**src/rtl/mac_tcdm_arbiter.sv**
```systemverilog
// mac_tcdm_arbiter
// Shares NP physical TCDM ports between NB_IN streamer requesters, each NP
// lanes wide. A requester is granted as a whole and stays locked until every
// lane it asked for has been accepted, so the lanes of one wide word are never
// interleaved with another requester. Ownership rotates round-robin.
// Responses come back one cycle after the grant. They are routed to the issuing
// requester through a per-lane tag.
// Optional feature macro: MAC_ARB_STALL_CNT_EN adds saturating per-requester
// stall counters on stall_cnt_o. Without it, stall_cnt_o is tied to zero.
module mac_tcdm_arbiter #(
    parameter int unsigned NB_IN = 2,
    parameter int unsigned NP    = 4,
    parameter int unsigned AW    = 32,
    parameter int unsigned DW    = 32
) (
    input  logic                          clk_i,
    input  logic                          rst_i,
    input  logic                          clear_i,
    input  logic [NB_IN*NP-1:0]           in_req_i,
    input  logic [NB_IN*NP*AW-1:0]        in_add_i,
    input  logic [NB_IN*NP-1:0]           in_wen_i,
    input  logic [NB_IN*NP*(DW/8)-1:0]    in_be_i,
    input  logic [NB_IN*NP*DW-1:0]        in_data_i,
    output logic [NB_IN*NP-1:0]           in_gnt_o,
    output logic [NB_IN*NP*DW-1:0]        in_r_data_o,
    output logic [NB_IN*NP-1:0]           in_r_valid_o,
    output logic [NP-1:0]                 out_req_o,
    output logic [NP*AW-1:0]              out_add_o,
    output logic [NP-1:0]                 out_wen_o,
    output logic [NP*(DW/8)-1:0]          out_be_o,
    output logic [NP*DW-1:0]              out_data_o,
    input  logic [NP-1:0]                 out_gnt_i,
    input  logic [NP*DW-1:0]              out_r_data_i,
    input  logic [NP-1:0]                 out_r_valid_i,
    output logic [NB_IN*16-1:0]           stall_cnt_o
);

    localparam int unsigned BW = DW / 8;
    localparam int unsigned IW = (NB_IN > 1) ? $clog2(NB_IN) : 1;

    typedef enum logic {
        IDLE,
        LOCKED
    } state_e;

    state_e               state_q, state_d;
    logic [IW-1:0]        rrPtr_q, rrPtr_d;
    logic [IW-1:0]        lockOwner_q, lockOwner_d;
    logic [NP-1:0]        doneMask_q, doneMask_d;
    logic [NP-1:0]        tagV_q, tagV_d;
    logic [NP-1:0][IW-1:0] tag_q, tag_d;

    logic                 flush;
    logic [NB_IN-1:0]     active;
    logic                 anyActive;
    logic [IW-1:0]        scanOwner;
    logic [IW-1:0]        owner;
    logic [NP-1:0]        ownerReq;
    logic [NP-1:0]        outReq;
    logic [NP-1:0]        laneGnt;

    assign flush = rst_i | clear_i;

    function automatic logic [IW-1:0] nextIdx(input logic [IW-1:0] idx);
        return (int'(idx) == int'(NB_IN) - 1) ? '0 : idx + IW'(1);
    endfunction

    // Find the first requester with any lane active, scanning upward from rrPtr_q.
    always_comb begin
        int   idx;
        logic found;
        idx       = 0;
        found     = 1'b0;
        scanOwner = rrPtr_q;
        for (int r = 0; r < NB_IN; r++) begin
            active[r] = |in_req_i[r*NP +: NP];
        end
        anyActive = |active;
        for (int k = 0; k < NB_IN; k++) begin
            idx = int'(rrPtr_q) + k;
            if (idx >= int'(NB_IN)) begin
                idx = idx - int'(NB_IN);
            end
            if (!found && active[idx]) begin
                found     = 1'b1;
                scanOwner = IW'(idx);
            end
        end
    end

    // Pick the owner and work out which physical lanes are driven this cycle.
    always_comb begin
        owner    = (state_q == LOCKED) ? lockOwner_q : scanOwner;
        ownerReq = in_req_i[owner*NP +: NP];
        outReq   = '0;
        if (!flush) begin
            if (state_q == LOCKED) begin
                outReq = ownerReq & ~doneMask_q;
            end else if (anyActive) begin
                outReq = ownerReq;
            end
        end
        laneGnt = outReq & out_gnt_i;
    end

    // Route the owner's lanes to the physical ports and the physical grants back.
    always_comb begin
        out_req_o  = '0;
        out_add_o  = '0;
        out_wen_o  = '0;
        out_be_o   = '0;
        out_data_o = '0;
        in_gnt_o   = '0;
        for (int l = 0; l < NP; l++) begin
            if (outReq[l]) begin
                out_req_o[l]               = 1'b1;
                out_add_o[l*AW +: AW]      = in_add_i[(owner*NP+l)*AW +: AW];
                out_wen_o[l]               = in_wen_i[owner*NP+l];
                out_be_o[l*BW +: BW]       = in_be_i[(owner*NP+l)*BW +: BW];
                out_data_o[l*DW +: DW]     = in_data_i[(owner*NP+l)*DW +: DW];
                in_gnt_o[owner*NP+l]       = out_gnt_i[l];
            end
        end
    end

    // Steer each physical response to the requester recorded in that lane's tag.
    always_comb begin
        in_r_valid_o = '0;
        in_r_data_o  = '0;
        for (int l = 0; l < NP; l++) begin
            if (!flush && tagV_q[l] && out_r_valid_i[l]) begin
                in_r_valid_o[tag_q[l]*NP+l]            = 1'b1;
                in_r_data_o[(tag_q[l]*NP+l)*DW +: DW] = out_r_data_i[l*DW +: DW];
            end
        end
    end

    // Arbitration FSM next state: lock on a partial grant, rotate priority on completion.
    always_comb begin
        state_d     = state_q;
        rrPtr_d     = rrPtr_q;
        lockOwner_d = lockOwner_q;
        doneMask_d  = doneMask_q;
        case (state_q)
            IDLE: begin
                if (anyActive) begin
                    if ((ownerReq & ~out_gnt_i) != '0) begin
                        state_d     = LOCKED;
                        lockOwner_d = owner;
                        doneMask_d  = laneGnt;
                    end else begin
                        rrPtr_d = nextIdx(owner);
                    end
                end
            end
            LOCKED: begin
                doneMask_d = doneMask_q | laneGnt;
                if ((ownerReq & ~doneMask_d) == '0) begin
                    state_d    = IDLE;
                    rrPtr_d    = nextIdx(lockOwner_q);
                    doneMask_d = '0;
                end
            end
            default: begin
                state_d = IDLE;
            end
        endcase
    end

    // Record which requester issued each granted lane, for next-cycle response routing.
    always_comb begin
        tagV_d = '0;
        tag_d  = tag_q;
        for (int l = 0; l < NP; l++) begin
            tagV_d[l] = laneGnt[l];
            if (laneGnt[l]) begin
                tag_d[l] = owner;
            end
        end
    end

    // State and tag registers; reset and soft clear both abort to an empty IDLE.
    always_ff @(posedge clk_i) begin
        if (flush) begin
            state_q     <= IDLE;
            rrPtr_q     <= '0;
            lockOwner_q <= '0;
            doneMask_q  <= '0;
            tagV_q      <= '0;
            tag_q       <= '0;
        end else begin
            state_q     <= state_d;
            rrPtr_q     <= rrPtr_d;
            lockOwner_q <= lockOwner_d;
            doneMask_q  <= doneMask_d;
            tagV_q      <= tagV_d;
            tag_q       <= tag_d;
        end
    end

`ifdef MAC_ARB_STALL_CNT_EN
    logic [NB_IN-1:0][15:0] stallCnt_q, stallCnt_d;

    // Count cycles a requester is asking but receives no grant on any lane.
    always_comb begin
        stallCnt_d = stallCnt_q;
        for (int r = 0; r < NB_IN; r++) begin
            if (active[r] && (in_gnt_o[r*NP +: NP] == '0) && (stallCnt_q[r] != 16'hFFFF)) begin
                stallCnt_d[r] = stallCnt_q[r] + 16'd1;
            end
        end
    end

    // Stall counter registers.
    always_ff @(posedge clk_i) begin
        if (flush) begin
            stallCnt_q <= '0;
        end else begin
            stallCnt_q <= stallCnt_d;
        end
    end

    assign stall_cnt_o = stallCnt_q;
`else
    assign stall_cnt_o = '0;
`endif

endmodule

```
**config.mk**
```make
export PLATFORM = sky130hd
export DESIGN_NAME = mac_tcdm_arbiter
export DESIGN_NICKNAME = d
export VERILOG_FILES = /design/src/rtl/mac_tcdm_arbiter.sv
export SDC_FILE = /design/constraint.sdc
export NUM_CORES = 1
export LEC_CHECK = 0
export ABC_CLOCK_PERIOD_IN_PS = 4900
export CORE_AREA = 2 2 494 496
export DETAILED_ROUTE_END_ITERATION = 12
export DIE_AREA = 0 0 496 498
export PLACE_DENSITY = 0.3
export SETUP_SLACK_MARGIN = 0.1
export SYNTH_ARGS = -nofsm -noshare
export SYNTH_HDL_FRONTEND = slang
export SYNTH_SLANG_ARGS = --single-unit
```
**constraint.sdc**
```tcl
create_clock -name clk_i -period 4.9 [get_ports clk_i]
set_input_delay 1.47 -clock clk_i [delete_from_list [all_inputs] [get_ports clk_i]]
set_output_delay 1.47 -clock clk_i [all_outputs]
set_load 0.02 [all_outputs]
```
After elaboration in Yosys (flattened, before gate mapping)
Index checks and enable logic that the tools add are counted.
{ "word_totals": {"out_inout_bits": 584, "input_bits": 699, "ff_bits": 15, "wordCells": 202} }
{ "op_classes": {"bitwise_logic": 15, "order_cmp": 20, "n_reduce_logical": 27, "shifts": 21, "n_eq_ne": 4, "n_addsub": 15, "muxes": 91} }
{ "op_table": {"columns": ["operator", "n"], "rows": [
  ["$shiftx 256x33->32", 6],
  ["$mux 256", 4],
  ["$shift 32x34->256 const A", 4],
  ["$shiftx 32x34->256", 4],
  ["$bwmux 256", 3],
  ["$shiftx 256x9->32", 2],
  ["$mux 32", 10],
  ["$and 256x256->256", 1],
  ["$neg 9->34", 3],
  ["$shiftx 32x33->4", 3],
  ["$ge 32x1->1 const B", 3],
  ["$lt 32x4->1 const B", 3],
  ["$lt 32x3->1 const B", 2],
  ["$mux 8", 7],
  ["$mux 4", 10],
  ["$mux 1", 39],
  ["$neg 8->34", 1],
  ["$shiftx 32x6->4", 1],
  ["$bwmux 8", 3],
  ["$or 8x8->8", 3],
  ["$demux 1 s3", 6],
  ["$logic_and 1x1->1", 17],
  ["$add 3x2->4 const B", 4],
  ["$and 4x4->4", 4],
  ["other kinds (31)", 50]
]} }

Depth between registers and ports, before layout
{ "logic_depth": {"word_depth": 22, "ltp_mapped": 11, "mapped_depth_nobuf": 9} }

Least setup slack after synthesis
Ideal clock, no wire load.
{ "synth_path": {"path_type": "input port to output port", "start": "input port in_req_i[4]", "end": "output port out_add_o[61]", "n_path_buf": 3, "cell_stages": 8, "t_arrival_ns": 3.431, "required_ns": 3.430, "path_slack_ns": -0.001, "cell_sequence": "nor4_2 -> maj3_1 -> o21a_1 -> clkbuf_1 -> clkbuf_1 -> clkbuf_1 -> nand2_1 -> a21oi_1"} }
{ "synth_via": {"elab_chain_len": 14, "elab_cells_between_ends": 22, "classes_between": "1 x add/sub; 2 x shift; 14 x mux; 1 x bitwise; 4 x reduce/logical"} }
{ "synth_rtl": {"columns": ["item", "line", "text"], "rows": [
  ["start: declaration", "19", "input logic [NB_IN*NP-1:0] in_req_i,"],
  ["branches (longest 13 deep; another with $add 3x1->4)", null, null],
  ["$mux 32 (*)", "115", "if (outReq[l]) begin"],
  ["end: declaration", "28", "output logic [NP*AW-1:0] out_add_o,"]
]} }
Every way passes the cells marked *. The select of a mux whose other input is x is not followed.

Worst setup path after layout
{ "layout_path": {"start": "input port in_req_i[3]", "end": "output port out_data_o[97]"} }
{ "layout_via": {"elab_chain_len": 14, "elab_cells_between_ends": 22, "classes_between": "1 x add/sub; 2 x shift; 14 x mux; 1 x bitwise; 4 x reduce/logical"} }
{ "layout_rtl": {"columns": ["item", "line", "text"], "rows": [
  ["branches (longest 13 deep; another with $add 3x2->4)", null, null],
  ["$mux 32 (*)", "115", null],
  ["end: declaration", "31", "output logic [NP*DW-1:0] out_data_o,"]
]} }
Marks and branches as above.

==> results.txt <==
Max-cap violations -> 0
#FFs+latches synth -> 15
clock slew at reported path FFs -> 0.05 ns
H-Tree Depth -> 1
final core occ -> 0.143
worst-path maximum fanout -> 5
clock root buffer -> clkbuf_16
global-route wire length before repair -> 221000 um
Peak VDD IR -> 0.0971 mV
Yosys warnings -> 0
core area -> 242000 sq um
CTS tree -> built
Setup crit end kind -> output pin
DRC Markers -> 0
CP Data Required Time -> 3.43 ns
Crit Reg-Reg Startpoint -> state_q
Critical Path AT -> 3.76 ns
WS Path Type -> input pin to output pin
clock latency on the worst-skew pair -> 0.25 ns
Die Y -> 498 um
RSZ-0062 raised after global routing -> yes
drt first-iter violations -> 642
area share of the largest cell type after synthesis -> 0.314
design area -> 34500 sq um
Initial Util -> 0.0280
min Tclk post-route -> 5.23 ns
worst slew pin tran -> 0.646 ns
post-synth cell types -> 42
router iterations before antenna repair -> 5
GRT overflow -> 0
clock skew -> 0.00530 ns
synth top area cells -> nand2_1 31%, and2_1 24%, a21oi_1 21%
cts hold-fix bufs -> 0
cell count after synthesis -> 1369
final setup fails -> 266
I/O pin total -> 1283
number of vias per cell -> 2.69
layout cell share with drive strength beyond 1 -> 0.456
placed cell count -> 5880
Syn-to-layout area delta -> 409%
crit path from -> in_req_i[3]
FMAX -> 0.191 GHz
period utilisation layout -> 1.07
run status -> finished with violations
die area -> 247000 sq um
Hold Path Class -> flop to flop
Sink Count -> 15
initial antenna violation count -> 85
via count -> 16400
placer congestion estimate -> 0.872
Synth Cell Area -> 6780 sq um
pins over their slew limit -> 0
Post-Layout Cell Count -> 6100
all-layer global routing usage -> 0.143
Static Leakage -> 16.2 nW
PD cells -> 111 nW/um^2
placed inst area -> 27600 sq um
Port Buffer Count -> 1250
pre-CTS setup slack -> -1.15 ns
Mean Syn Cell Area -> 4.95 sq um
Final ANT Viol Nets -> 0
DPL Wire Length -> 163000 um
failing checks -> setup timing
sequential element share of the synthesized area -> 0.0443
wire per inst -> 30.9 um
wirelength, routed -> 188000 um
vias in the first global route -> 17200
total CTS buffers -> 3
Pwr Total -> 3.82 mW
die width -> 496 um
Critical Path Start Type -> input pin
row count -> 181
final layout net count -> 3589
Fin. Hold Viols -> 0
worst-case reg-to-reg path depth -> 17
Hold Path Depth -> 2
Clock Tree Buf Depth -> 2
HP Start -> doneMask_q[3]
largest net degree at the start of global routing -> 34
Slew headroom -> 0.565
fillers -> 27600
Setup WS post-layout -> -0.326 ns
Synth area leader -> nand2_1
final timing paths:
kind	endpoint	slack (ns)
setup / recovery	out_data_o[97]	-0.33
hold / removal	doneMask_q[3]	0.50
setup reg to reg	doneMask_q[1]	1.65
hold reg to reg	doneMask_q[3]	0.50
where the power goes:
part	internal, mW	leakage [nW]	total, mW	switching (mW)
registers	0.127	0.122	0.133	0.00694
logic	1.78	16.1	3.52	1.74
clock network	0.109	0.0409	0.167	0.0573
total	2.01	16.2	3.82	1.81
cell usage after synthesis:
cell type / n
nor4_2: 2
mux2i_1: 2
clkinv_1: 1
or2_2: 2
o22ai_1: 1
a2111oi_4: 1
buf_4: 32
a21bo_2: 2
buf_1: 2
conb_1: 1
o21ai_2: 1
and2_1: 257
a2bb2oi_1: 1
inv_1: 15
a21oi_1: 284
a32oi_1: 1
o311ai_0: 2
nand2b_1: 2
maj3_1: 1
nor4_1: 1
a221oi_2: 1
nor2_1: 13
nand4_1: 1
nand3_1: 7
clkbuf_2: 1
inv_2: 1
nand2_1: 567
or3_1: 1
a21o_1: 1
o41ai_2: 1
a32o_1: 1
a311oi_1: 1
nor3_1: 11
a31oi_1: 1
a211o_1: 3
buf_2: 35
o21a_1: 1
a211oi_1: 5
clkbuf_1: 83
dfxtp_1: 15
o21ai_0: 7
a21bo_1: 1
routing by layer:
layer / global-route usage / part of all wire / up-vias / wire, um
met5: 0 / 0.00038 / - / 71
met4: 0.0204 / 0.025 / 10 / 4660
met3: 0.0905 / 0.14 / 208 / 27300
met2: 0.252 / 0.48 / 1029 / 91100
met1: 0.143 / 0.35 / 7755 / 65300
li1: - / - / 7390 / -
cell usage in the layout (no fill, tap or decap), types with 46 or more instances in the layout:
master / n
buf_4: 221
clkdlybuf4s50_1: 688
and2_1: 252
a21oi_4: 171
nand2_4: 133
nand2_2: 83
buf_12: 293
nand2_1: 350
dlymetal6s2s_1: 174
a21oi_2: 102
buf_6: 137
buf_16: 46
flip-flops by register name (all words and copies together) (netlist names):
name,flops
state_q,1
rrPtr_q,1
tag_q,4
lockOwner_q,1
tagV_q,4
doneMask_q,4
kinds of logic (layout without fill, tap and decap cells):
kind of cell / count (synthesis) / in the layout / synth area share
mux: 2 / 2 / 0.00295
other cells: 1 / 41 / 0.000553
simple gates: 864 / 864 / 0.582
compound gates: 316 / 316 / 0.251
buf+inv: 170 / 1659 / 0.118
flops: 15 / 15 / 0.0443
fa+ha+maj: 1 / 1 / 0.00148
worst max-delay path: stages:
cell,delay (ns)
buf_6,0.10
nor4_4,0.29
inv_1,0.08
maj3_2,0.37
o21ai_4,0.18
buf_12,0.16
buf_4,0.13
buf_16,0.12
buf_12,0.12
bufbuf_16,0.27
nand2_2,0.07
a21oi_4,0.19
buf_12,0.17
through the flow:
stage	TNS (ns)	hold slack, ns
2_1_floorplan	0	0.456
3_3_place_gp	-305.83	0.491
3_5_place_dp	-298.88	0.498
4_1_cts	-107.40	0.507
5_1_grt	-93.91	0.526
6_report	-55.30	0.501
layout make-up:
cell class                 instances  area (sq um)  share of cell area
antenna                            9          22.5            0.000652
clock buffer                       3          75.1             0.00217
clock inverter                     1          5.00            0.000145
inverter                          17          70.1             0.00203
multi-input combinational       1215          9610               0.278
sequential                        15           300             0.00870
tap                             3202          4010               0.116
timing repair buffer            1638         20400               0.592
timing repair:
item	CTS	global route
endpoints found under the setup margin	518	508
pin swaps	268	144
setup buffers	120	46
resized for setup	1074	479
gates cloned	44	9
Power figures use the tool's default switching activity.
